### src/rtl/prog_loader_if.sv
// Byte-stream input and dpram/core-control outputs of the program loader.
// The signal names carry the loader's point of view (_i into the loader, _o out of it).
interface prog_loader_if;
  logic        byte_valid_i;
  logic [7:0]  byte_i;
  logic        byte_ready_o;
  logic        ram_ce_o;
  logic        ram_we_o;
  logic [31:0] ram_addr_o;
  logic [31:0] ram_data_o;
  logic        core_rst_o;
  logic        done_o;
  logic        err_o;

  // Loader side.
  modport slave (
    input  byte_valid_i, byte_i,
    output byte_ready_o, ram_ce_o, ram_we_o, ram_addr_o, ram_data_o,
           core_rst_o, done_o, err_o
  );

  // Byte source / observer side.
  modport master (
    output byte_valid_i, byte_i,
    input  byte_ready_o, ram_ce_o, ram_we_o, ram_addr_o, ram_data_o,
           core_rst_o, done_o, err_o
  );
endinterface

### src/rtl/prog_loader.sv
// Program loader: parses A5 | N (LE32) | 4N data bytes | XOR checksum from a
// valid/ready byte stream, writes each word to dpram and releases the core
// once the checksum matches.
module prog_loader #(
  parameter logic [31:0] BASE_ADDR = 32'h0000_0000,
  parameter logic [31:0] MAX_WORDS = 32'h0008_0000
) (
  input  logic          clk_i,
  input  logic          rst_i,
  prog_loader_if.slave  bus
);

  localparam logic [7:0] MAGIC = 8'hA5;

  typedef enum logic [2:0] {
    IDLE, LEN, DATA, WRITE, CSUM, DONE, ERR
  } state_t;

  state_t      state_q, state_d;
  logic [31:0] len_q, len_d;    // word count being shifted in
  logic [31:0] word_q, word_d;  // data word being shifted in, also the write data
  logic [31:0] rem_q, rem_d;    // words still to be written
  logic [31:0] addr_q, addr_d;  // byte address of the next write
  logic [1:0]  cnt_q, cnt_d;    // byte position within the current 4-byte field
  logic [7:0]  csum_q, csum_d;  // running XOR of accepted data bytes

  logic        take;
  logic [31:0] len_shift;
  logic [31:0] word_shift;

  // A transfer needs both sides; ready itself is decoded from state only.
  assign take       = bus.byte_valid_i && bus.byte_ready_o;
  // Little-endian fields: each new byte enters at the top and earlier bytes move down.
  assign len_shift  = {bus.byte_i, len_q[31:8]};
  assign word_shift = {bus.byte_i, word_q[31:8]};

  // Outputs are pure decodes of the state register plus registered datapath values.
  assign bus.byte_ready_o = (state_q != WRITE) && (state_q != DONE);
  assign bus.ram_ce_o     = (state_q == WRITE);
  assign bus.ram_we_o     = (state_q == WRITE);
  assign bus.ram_addr_o   = addr_q;
  assign bus.ram_data_o   = word_q;
  assign bus.core_rst_o   = (state_q != DONE);
  assign bus.done_o       = (state_q == DONE);
  assign bus.err_o        = (state_q == ERR);

  // State and datapath registers, cleared asynchronously by rst_i.
  always_ff @(posedge clk_i or posedge rst_i) begin
    if (rst_i) begin
      state_q <= IDLE;
      len_q   <= '0;
      word_q  <= '0;
      rem_q   <= '0;
      addr_q  <= BASE_ADDR;
      cnt_q   <= '0;
      csum_q  <= '0;
    end else begin
      state_q <= state_d;
      len_q   <= len_d;
      word_q  <= word_d;
      rem_q   <= rem_d;
      addr_q  <= addr_d;
      cnt_q   <= cnt_d;
      csum_q  <= csum_d;
    end
  end

  // Next-state and datapath update for the frame parser.
  always_comb begin
    state_d = state_q;
    len_d   = len_q;
    word_d  = word_q;
    rem_d   = rem_q;
    addr_d  = addr_q;
    cnt_d   = cnt_q;
    csum_d  = csum_q;

    unique case (state_q)
      IDLE, ERR: begin
        // Only a magic byte starts (or retries) a frame; everything else is dropped.
        if (take && bus.byte_i == MAGIC) begin
          state_d = LEN;
          cnt_d   = '0;
          csum_d  = '0;
          addr_d  = BASE_ADDR;
        end
      end
      LEN: begin
        if (take) begin
          len_d = len_shift;
          cnt_d = cnt_q + 2'd1;
          if (cnt_q == 2'd3) begin
            rem_d = len_shift;
            if (len_shift > MAX_WORDS)   state_d = ERR;
            else if (len_shift == '0)    state_d = CSUM;
            else                         state_d = DATA;
          end
        end
      end
      DATA: begin
        if (take) begin
          word_d = word_shift;
          csum_d = csum_q ^ bus.byte_i;
          cnt_d  = cnt_q + 2'd1;
          if (cnt_q == 2'd3) state_d = WRITE;
        end
      end
      WRITE: begin
        // The write itself is decoded from the state; here we step to the next word.
        addr_d  = addr_q + 32'd4;
        rem_d   = rem_q - 32'd1;
        state_d = (rem_q == 32'd1) ? CSUM : DATA;
      end
      CSUM: begin
        if (take) state_d = (bus.byte_i == csum_q) ? DONE : ERR;
      end
      DONE: begin
        state_d = DONE;
      end
      default: begin
        state_d = IDLE;
      end
    endcase
  end

endmodule

### src/flat_wrapper.sv
// flat-port wrapper written by rule: the top's interface ports become plain ports
module prog_loader_flat 
#(
  parameter logic [31:0] BASE_ADDR = 32'h0000_0000,
  parameter logic [31:0] MAX_WORDS = 32'h0008_0000
)
  (clk_i, rst_i, bus_byte_valid_i, bus_byte_i, bus_byte_ready_o, bus_ram_ce_o, bus_ram_we_o, bus_ram_addr_o, bus_ram_data_o, bus_core_rst_o, bus_done_o, bus_err_o);
  prog_loader_if bus_i ();
  input  logic clk_i;
  input  logic rst_i;
  input wire logic [$bits(bus_i.byte_valid_i)-1:0] bus_byte_valid_i;
  input wire logic [$bits(bus_i.byte_i)-1:0] bus_byte_i;
  output wire logic [$bits(bus_i.byte_ready_o)-1:0] bus_byte_ready_o;
  output wire logic [$bits(bus_i.ram_ce_o)-1:0] bus_ram_ce_o;
  output wire logic [$bits(bus_i.ram_we_o)-1:0] bus_ram_we_o;
  output wire logic [$bits(bus_i.ram_addr_o)-1:0] bus_ram_addr_o;
  output wire logic [$bits(bus_i.ram_data_o)-1:0] bus_ram_data_o;
  output wire logic [$bits(bus_i.core_rst_o)-1:0] bus_core_rst_o;
  output wire logic [$bits(bus_i.done_o)-1:0] bus_done_o;
  output wire logic [$bits(bus_i.err_o)-1:0] bus_err_o;
  assign bus_i.byte_valid_i = bus_byte_valid_i;
  assign bus_i.byte_i = bus_byte_i;
  assign bus_byte_ready_o = bus_i.byte_ready_o;
  assign bus_ram_ce_o = bus_i.ram_ce_o;
  assign bus_ram_we_o = bus_i.ram_we_o;
  assign bus_ram_addr_o = bus_i.ram_addr_o;
  assign bus_ram_data_o = bus_i.ram_data_o;
  assign bus_core_rst_o = bus_i.core_rst_o;
  assign bus_done_o = bus_i.done_o;
  assign bus_err_o = bus_i.err_o;
  prog_loader #(.BASE_ADDR(BASE_ADDR), .MAX_WORDS(MAX_WORDS)) u_core (.clk_i(clk_i), .rst_i(rst_i), .bus(bus_i));
endmodule
### config.mk
export PLATFORM = sky130hd
export DESIGN_NAME = prog_loader_flat
export DESIGN_NICKNAME = d
export VERILOG_FILES = /design/src/rtl/prog_loader_if.sv /design/src/rtl/prog_loader.sv /design/src/flat_wrapper.sv
export SDC_FILE = /design/constraint.sdc
export NUM_CORES = 1
export LEC_CHECK = 0
export CORE_MARGIN = 4
export CORE_UTILIZATION = 50
export CTS_CLUSTER_DIAMETER = 40
export DETAILED_ROUTE_END_ITERATION = 8
export PLACE_DENSITY = 0.76
export SETUP_SLACK_MARGIN = 0.1
export SLEW_MARGIN = 20
export SYNTH_ARGS = -nofsm -noshare
export SYNTH_HDL_FRONTEND = slang
export SYNTH_SLANG_ARGS = --single-unit
### constraint.sdc
create_clock -name clk_i -period 4.8 [get_ports clk_i]
set_input_delay 0.72 -clock clk_i [delete_from_list [all_inputs] [get_ports clk_i]]
set_output_delay 0.72 -clock clk_i [all_outputs]
set_load 0.02 [all_outputs]
## Word level (Yosys, flattened, before mapping)

Index checks and enable logic that the tools add are counted.
W data, S select, Z words.

| word-level totals | value |
|---|---|
| register bits after elaboration | 141 |
| input port bits | 11 |
| output and inout bits | 70 |

| operators by class | value |
|---|---|
| $add $sub $neg | 3 |
| magnitude comparators | 1 |
| eq/ne operators | 19 |
| mux-type cells | 22 |
| bitwise logic cells | 1 |
| reductions and logical operators | 18 |

Operators by type and width:

| kind | number |
|---|---|
| $pmux W32 S2 | 2 |
| $mux W32 | 3 |
| $add A32 B3 Y32 const B | 1 |
| $eq A32 B1 Y1 const B | 1 |
| $gt A32 B20 Y1 const B | 1 |
| $logic_not A32 Y1 | 1 |
| $sub A32 B1 Y32 const B | 1 |
| $mux W3 | 9 |
| $pmux W3 S6 | 1 |
| $mux W8 | 2 |
| $pmux W8 S2 | 1 |
| $ne A2 B1 Y1 const B | 7 |
| $eq A3 B3 Y1 const B | 3 |
| $reduce_and A3 Y1 | 3 |
| $eq A8 B8 Y1 | 1 |
| $eq A8 B8 Y1 const B | 1 |
| $reduce_bool A2 Y1 | 4 |
| $xor A8 B8 Y8 | 1 |
| $eq A3 B2 Y1 const B | 2 |
| $mux W2 | 3 |
| $reduce_and A2 Y1 | 3 |
| $reduce_and A6 Y1 | 1 |
| $pmux W2 S2 | 1 |
| $reduce_or A2 Y1 | 2 |
| other kinds (7) | 9 |

## Depth between registers and ports, before layout

Gate-level depths: netlist of run 1.

| logic depth | value |
|---|---|
| depth after elaboration | 6 |
| depth in mapped cells | 9 |

## Least setup slack after synthesis of run 1

No wires, ideal clock.

| timing | value |
|---|---|
| path kind | register to register |
| start point | register u_core.rem_q[0] |
| end point | register u_core.rem_q[14] |
| setup time | 68 ps |
| arrival | 2319 ps |
| setup slack | 2412 ps |
| stages on the path, launching flop included | 9 |
| period minus slack after synthesis | 2388 ps |
| path through | dfrtp_1 > inv_1 > ha_1 > or3b_1 > buf_2 > or3_4 > or4_4 > a211o_1 > nand3_1 |

| between the ends | value |
|---|---|
| longest elaborated chain between the ends | 2 |

Ends and longest elaborated chain:

| what | line | text |
|---|---|---|
| start, declared | prog_loader.sv:22 | `logic [31:0] rem_q, rem_d;` |
| start signal, assigned | prog_loader.sv:61 | `rem_q <= rem_d;` |
| $sub A32 B1 Y32 | prog_loader.sv:111 | `rem_d = rem_q - 32'd1;` |
| $pmux W32 S2 | prog_loader.sv:78 | `unique case (state_q)` |

Every way passes these cells.
A chain may end at the register's enable or synchronous reset.

## Final worst setup path of run 1

| timing | value |
|---|---|
| start point | register u_core.state_q[1] |
| end point | output port bus_ram_ce_o |

| between the ends | value |
|---|---|
| longest elaborated chain between the ends | 1 |

Ends and longest elaborated chain:

| what | line | text |
|---|---|---|
| start, declared | prog_loader.sv:19 | `state_t state_q, state_d;` |
| start signal, assigned | prog_loader.sv:58 | `state_q <= state_d;` |
| $eq A3 B2 Y1 | prog_loader.sv:39 | `assign bus.ram_ce_o = (state_q == WRITE);` |
| end, declared | flat_wrapper.sv:14 | `output wire logic [$bits(bus_i.ram_ce_o)-1:0] bus_ram_ce_o;` |

Every way passes these cells.

==> results of run 1 <==
synthesized netlist by cell type, types with 7 or more instances:
| cell | instances |
|---|---|
| nand3_1 | 27 |
| or3_1 | 9 |
| mux2_2 | 25 |
| buf_2 | 10 |
| a21oi_1 | 18 |
| nor2_1 | 51 |
| dfrtp_1 | 131 |
| o21ai_0 | 66 |
| inv_1 | 12 |
| o22ai_1 | 7 |
| nand2_1 | 150 |
| nand4_1 | 9 |
| clkbuf_1 | 31 |
| xor2_1 | 10 |
| mux2i_1 | 13 |
| or4_1 | 10 |
| nor3_1 | 20 |
| nor4_1 | 26 |
| o31ai_1 | 9 |
| buf_1 | 7 |
logic make-up after synthesis:
family          Yosys count  share of synthesized area [%]
simple gates            345                          24.76
compound gates          152                          14.25
mux                      38                          6.088
flops                   131                          48.48
other cells               1                        0.05546
buf+inv                  65                          4.016
fa+ha+maj                 5                         0.9252
xor+xnor                 11                          1.425
registers in the layout, indices dropped and copies added, names as in the netlist:
signal                 count
u_core.bus.ram_addr_o     30
u_core.bus.ram_data_o     32
u_core.cnt_q               2
u_core.csum_q              8
u_core.len_q              24
u_core.rem_q              32
u_core.state_q             3
stage by stage:
stage | std cells | area, µm² | hold slack, ns | utilization (%)
detailed placement | 957 | 7606 | 0.4631 | 57.44
floorplan | 749 | 6765 | 0.4698 | -
CTS | 989 | 8238 | 0.4780 | 62.21
finish | 989 | 8244 | 0.4743 | 62.25
global placement | 957 | 7606 | 0.4575 | 57.44
global route | 989 | 8244 | 0.4958 | 62.25
cell type report:
class / count / area [µm²]
fill: 1098 / 4999
sequential: 131 / 3278
multi-input combinational: 553 / 3234
clock inverter: 14 / 202.7
tap: 176 / 220.2
inverter: 13 / 53.80
timing repair buffer: 84 / 825.8
clock buffer: 18 / 429.2
power groups by stage:
stage               registers, mW  logic, mW  clock network [mW]
CTS                          2.09       2.11                1.41
finish                       2.10       2.11                1.40
global placement             2.07       2.02                   0
detailed placement           2.10       2.08                   0
global route                 2.17       2.33                1.47
floorplan                    2.11       1.24                   0
per-layer routing:
layer	routed length, µm	track usage (%)	share of wire (%)	up-vias
met5	0	0	0	-
met4	401	9.865	2.3	0
met3	1124	5.489	6.4	34
met2	8438	37.09	48	259
met1	7722	31.62	44	2990
li1	-	-	-	2797
worst max-delay path, cell delays in order (launching register included):
cell and delay (ns):
dfrtp_1 0.94, nand3b_1 0.53, clkinv_1 0.37, clkdlybuf4s50_1 0.66
path summary, 6_finish.rpt:
check                                                startpoint                                    to  cells after the start
setup reg to reg                  u_core.state_q[1]$_DFFE_PP0P_          u_core.rem_q[14]$_DFFE_PP0P_                      6
hold reg to reg            u_core.bus.ram_data_o[0]$_DFFE_PP0P_  u_core.bus.ram_data_o[0]$_DFFE_PP0P_                      2
hold / removal             u_core.bus.ram_data_o[0]$_DFFE_PP0P_  u_core.bus.ram_data_o[0]$_DFFE_PP0P_                      2
setup / recovery                  u_core.state_q[1]$_DFFE_PP0P_                          bus_ram_ce_o                      3
max in group asynchronous                                 rst_i          u_core.rem_q[26]$_DFFE_PP0P_                      3
min in group asynchronous                                 rst_i  u_core.bus.ram_addr_o[9]$_DFFE_PP0P_                      2
==> results.cfg, run 1 <==
[setup_path]
r2r_slack_ns = 1.54
crit_path_end_kind = output port
worstPathArrival_ns = 2.94
cp.required_ns = 4.08
worstSetupPathType = flop to output port
cp_max_fo = 25
cp-start-kind = flop

[cts]
tritoncts = yes
postCtsSetupBuffers = 0
clk_latency_ns = 0.43
clk_path_buf_depth = 2
cts_root_buf = clkbuf_16
clock_sinks = 131
hold_buffers = 0
cts_buffers = 17
path_clk_slew_ns = 0.06
htree_levels = 4
cts_resized = 0

[global_routing]
grt_pass1_vias = 6020
overflow = 0
grt_pass1_wl_um = 30210
grt_usage_pct = 23.62
antenna_found_initial = 0
grt_start_max_net_pins = 82

[floorplan]
core_um2 = 13240
fp.dieArea_um2 = 15450
initial_utilization_pct = 51.06
die_w_um = 124.3
ios = 81
num_rows = 42
die-height_um = 124.3

[power_and_ir_drop]
p_comb_share_pct = 37.6
peakVddDrop_v = 0.0003624
p_clk_share_pct = 24.9
switching_share_pct = 40.60
powerDensity_nw_per_um2 = 680.7
p_int_mw = 3.333
p_seq_share_pct = 37.5
p_sw_mw = 2.278
p_leak_nw = 3.583
finalPower_mw = 5.611

[timing]
max_slew_margin_pct = 38.35
fin_crit_sh_pct = 76.23
final.min_clock_period_ns = 3.659
setup_ws_ns = 1.141
setup_violations = 0
setup_tns_ns = 0
hold_violations = 0
worst_pin_slew_ns = 0.9247
finalClockSkew_ns = 0.004440
max_freq_ghz = 0.2733
drv_slew = 0
rsz0062_at_grt = no

[yosys]
synth_top_area_cell = dfrtp_1
ys_seq_area_share_pct = 48.48
async_flop_share_pct = 100.0
synth_area_leaders = dfrtp_1 48%, nand2_1 8.3%, o21ai_0 4.9%
synth_top_area_share_pct = 48.48
yosys_warnings = 0
synthCells = 748
synth_ff_type = dfrtp_1
synth-seq-cells = 131
synth_cell_types = 63
syn-cell-area_um2 = 6761
synth_enable_flop_cells = 0
syn_avg_cell_area_um2 = 9.039

[cells_and_area]
mostFrequentLayoutCells = 149 x nand2_1, 131 x dfrtp_1, 78 x clkdlybuf4s50_1, 66 x o21ai_0, 51 x nor2_1
final_common_cell = nand2_1
syn_to_final_growth_pct = 21.93
fin_nets = 816
diodes = 0
layout-drive-gt1-share_pct = 9.717

[detailed_routing]
wire_per_inst_um = 17.88
dr.pass1.iters = 5
route.detailed.drc = 0
drt_iter0_drc = 510
final_antenna_net_count = 0
vias = 6080
vias_per_cell = 6.148
wl_um = 17690

[outcome]
run_status = finished, final reports clean

[placement]
dp_hpwl_um = 11850
port_buffers = 78
dpl_worst_slack_ns = 1.547
globalplace.congestion = 0.9020

[min_path]
hp-class = flop to flop

[job]
max-cap-violations = 0
No activity file was read; power rests on OpenSTA's default activity.
==> run 2: changes to the inputs <==
--- a/config.mk
+++ b/config.mk
@@ -9,7 +9,7 @@
 export CORE_UTILIZATION = 50
 export CTS_CLUSTER_DIAMETER = 40
 export DETAILED_ROUTE_END_ITERATION = 8
-export PLACE_DENSITY = 0.76
+export PLACE_DENSITY = 0.79
 export SETUP_SLACK_MARGIN = 0.1
 export SLEW_MARGIN = 20
 export SYNTH_ARGS = -nofsm -noshare
==> constraint.sdc (replaced) <==
create_clock -name clk_i -period 3 [get_ports clk_i]
set_input_delay 0.45 -clock clk_i [delete_from_list [all_inputs] [get_ports clk_i]]
set_output_delay 0.45 -clock clk_i [all_outputs]
set_load 0.02 [all_outputs]
==> run 2 against run 1 <==
Sequential share of layout area down 0.87 points. Largest cell class unchanged. Clock skew rose by 0.0033 ns. Sequential cell count unchanged. Routed wire length increased by 3.7%. Clock-buffer cell count up 3.
==> results.cfg, run 2 (synthesis results as in run 1) <==
[cts]
path_clk_slew_ns = 0.06
postCtsSetupBuffers = 0
htree_levels = 4
cts_resized = 0
clk_path_buf_depth = 2
tritoncts = yes
cts_buffers = 17
cts_root_buf = clkbuf_16
clk_latency_ns = 0.42
hold_buffers = 0
clock_sinks = 131

[placement]
dp.cells = 980
port_buffers = 78
globalplace.congestion = 0.9411
dp_hpwl_um = 12590

[setup_path]
cp-start-kind = flop
r2r_slack_ns = 0.43
cp_max_fo = 22
r2r-start = u_core.rem_q[0]$_DFFE_PP0P_
worstPathArrival_ns = 2.20
r2r_cells = 5
cp_num_buf_inv = 3
cp.required_ns = 2.55
crit_family = buffers and inverters
endpoint = bus_err_o
worstSetupPathType = flop to output port
crit_chain = buf_4 > inv_1 > nor3_1 > clkdlybuf4s50_1
crit_path_end_kind = output port
path_depth = 4
reg2reg_to = u_core.rem_q[27]$_DFFE_PP0P_
max_stage_delay_ns = 0.66
crit_start = u_core.state_q[1]$_DFFE_PP0P_
crit_slowest_cell = clkdlybuf4s50_1

[timing]
fin_crit_sh_pct = 88.24
setup_tns_ns = 0
final.min_clock_period_ns = 2.647
max_slew_margin_pct = 35.81
max_freq_ghz = 0.3778
drv_slew = 0
finalClockSkew_ns = 0.007731
whs_ns = 0.4789
setup_violations = 0
worst_pin_slew_ns = 0.9628
rsz0062_at_grt = no
hold_violations = 0

[detailed_routing]
final_antenna_net_count = 0
wl_um = 18350
drt_iter0_drc = 598
wire_per_inst_um = 18.13
vias_per_cell = 6.146
dr.pass1.iters = 5
route.detailed.drc = 0
vias = 6220

[floorplan]
die-height_um = 124.3
die_w_um = 124.3
ios = 81
fp.dieArea_um2 = 15450
initial_utilization_pct = 51.06
num_rows = 42
core_um2 = 13240

[power_and_ir_drop]
p_clk_share_pct = 24.5
p_comb_share_pct = 39.6
switching_share_pct = 40.04
p_int_mw = 5.439
p_seq_share_pct = 35.9
powerDensity_nw_per_um2 = 1076
peakVddDrop_v = 0.0005203
p_leak_nw = 3.704
p_sw_mw = 3.632
finalPower_mw = 9.071

[min_path]
hp-class = flop to flop
whs_path_depth = 2

[cells_and_area]
syn_to_final_growth_pct = 24.65
layout-drive-gt1-share_pct = 11.84
diodes = 0
fin_nets = 839
final_common_cell = nand2_1
mostFrequentLayoutCells = 150 x nand2_1, 131 x dfrtp_1, 78 x clkdlybuf4s50_1, 66 x o21ai_0, 51 x nor2_1
stdcell_count = 1012

[global_routing]
grt.met3_usage_pct = 5.060
grt_pass1_wl_um = 30600
antenna_found_initial = 0
grt_usage_pct = 23.89
grt-busiest-layer = met2
grt_pass1_vias = 6152
grt_start_max_net_pins = 132
overflow = 0
grt_use_met2_pct = 38.61
grt.met1_usage_pct = 31.04

[job]
max-cap-violations = 0

[outcome]
run_status = finished, final reports clean
-- run 2: cell types whose count changed in the layout (fill, tap and decap cells not counted), sizes merged --
cell,delta
inv,-4
buf,+23
clkinv,+2
clkbuf,+3
clkinvlp,-1
-- run 2: worst min path at each step --
| stage | start | endpoint |
|---|---|---|
| 6_report | u_core.bus.ram_data_o[6]$_DFFE_PP0P_ | u_core.bus.ram_data_o[6]$_DFFE_PP0P_ |
| 3_3_place_gp | u_core.bus.ram_data_o[2]$_DFFE_PP0P_ | u_core.bus.ram_data_o[2]$_DFFE_PP0P_ |
| 3_5_place_dp | u_core.bus.ram_data_o[4]$_DFFE_PP0P_ | u_core.bus.ram_data_o[4]$_DFFE_PP0P_ |
| 2_1_floorplan | u_core.csum_q[1]$_DFFE_PP0P_ | u_core.csum_q[1]$_DFFE_PP0P_ |
| 5_1_grt | u_core.bus.ram_addr_o[31]$_DFFE_PP0P_ | u_core.bus.ram_addr_o[31]$_DFFE_PP0P_ |
| 4_1_cts | u_core.bus.ram_data_o[6]$_DFFE_PP0P_ | u_core.bus.ram_data_o[6]$_DFFE_PP0P_ |
-- run 2: power by group through the flow --
stage	clock (mW)	sequential, mW	combinational [mW]
global placement	0	3.18	3.44
CTS	2.24	3.22	3.59
floorplan	0	3.38	1.99
finish	2.22	3.25	3.59
global route	2.33	3.34	3.96
detailed placement	0	3.23	3.57
-- run 2: metal layers --
| metal | up-vias | part of all wire, % |
|---|---|---|
| met5 | - | 0 |
| met1 | 3046 | 42 |
| li1 | 2852 | - |
| met3 | 47 | 6.8 |
| met2 | 275 | 48 |
| met4 | 0 | 3.2 |
-- run 2: final cells by class --
type | count | area (µm²)
clock buffer | 21 | 460.4
fill | 1057 | 4815
timing repair buffer | 107 | 1011
multi-input combinational | 553 | 3231
inverter | 13 | 52.55
clock inverter | 11 | 175.2
sequential | 131 | 3278
tap | 176 | 220.2
-- run 2: through the flow --
step                utilization (%)  worst slack (ns)  area, µm²
finish                        63.64            0.3528       8428
global route                  63.64            0.2577       8428
CTS                           63.64            0.3660       8428
detailed placement            58.84            0.2351       7792
global placement              58.84            0.3410       7792
floorplan                         -            0.6123       6769
-- run 2: worst min-delay path: stages (launching register included) --
cell     delay (ns)
dfrtp_1        0.34
nand2_1        0.05
nand2_1        0.06
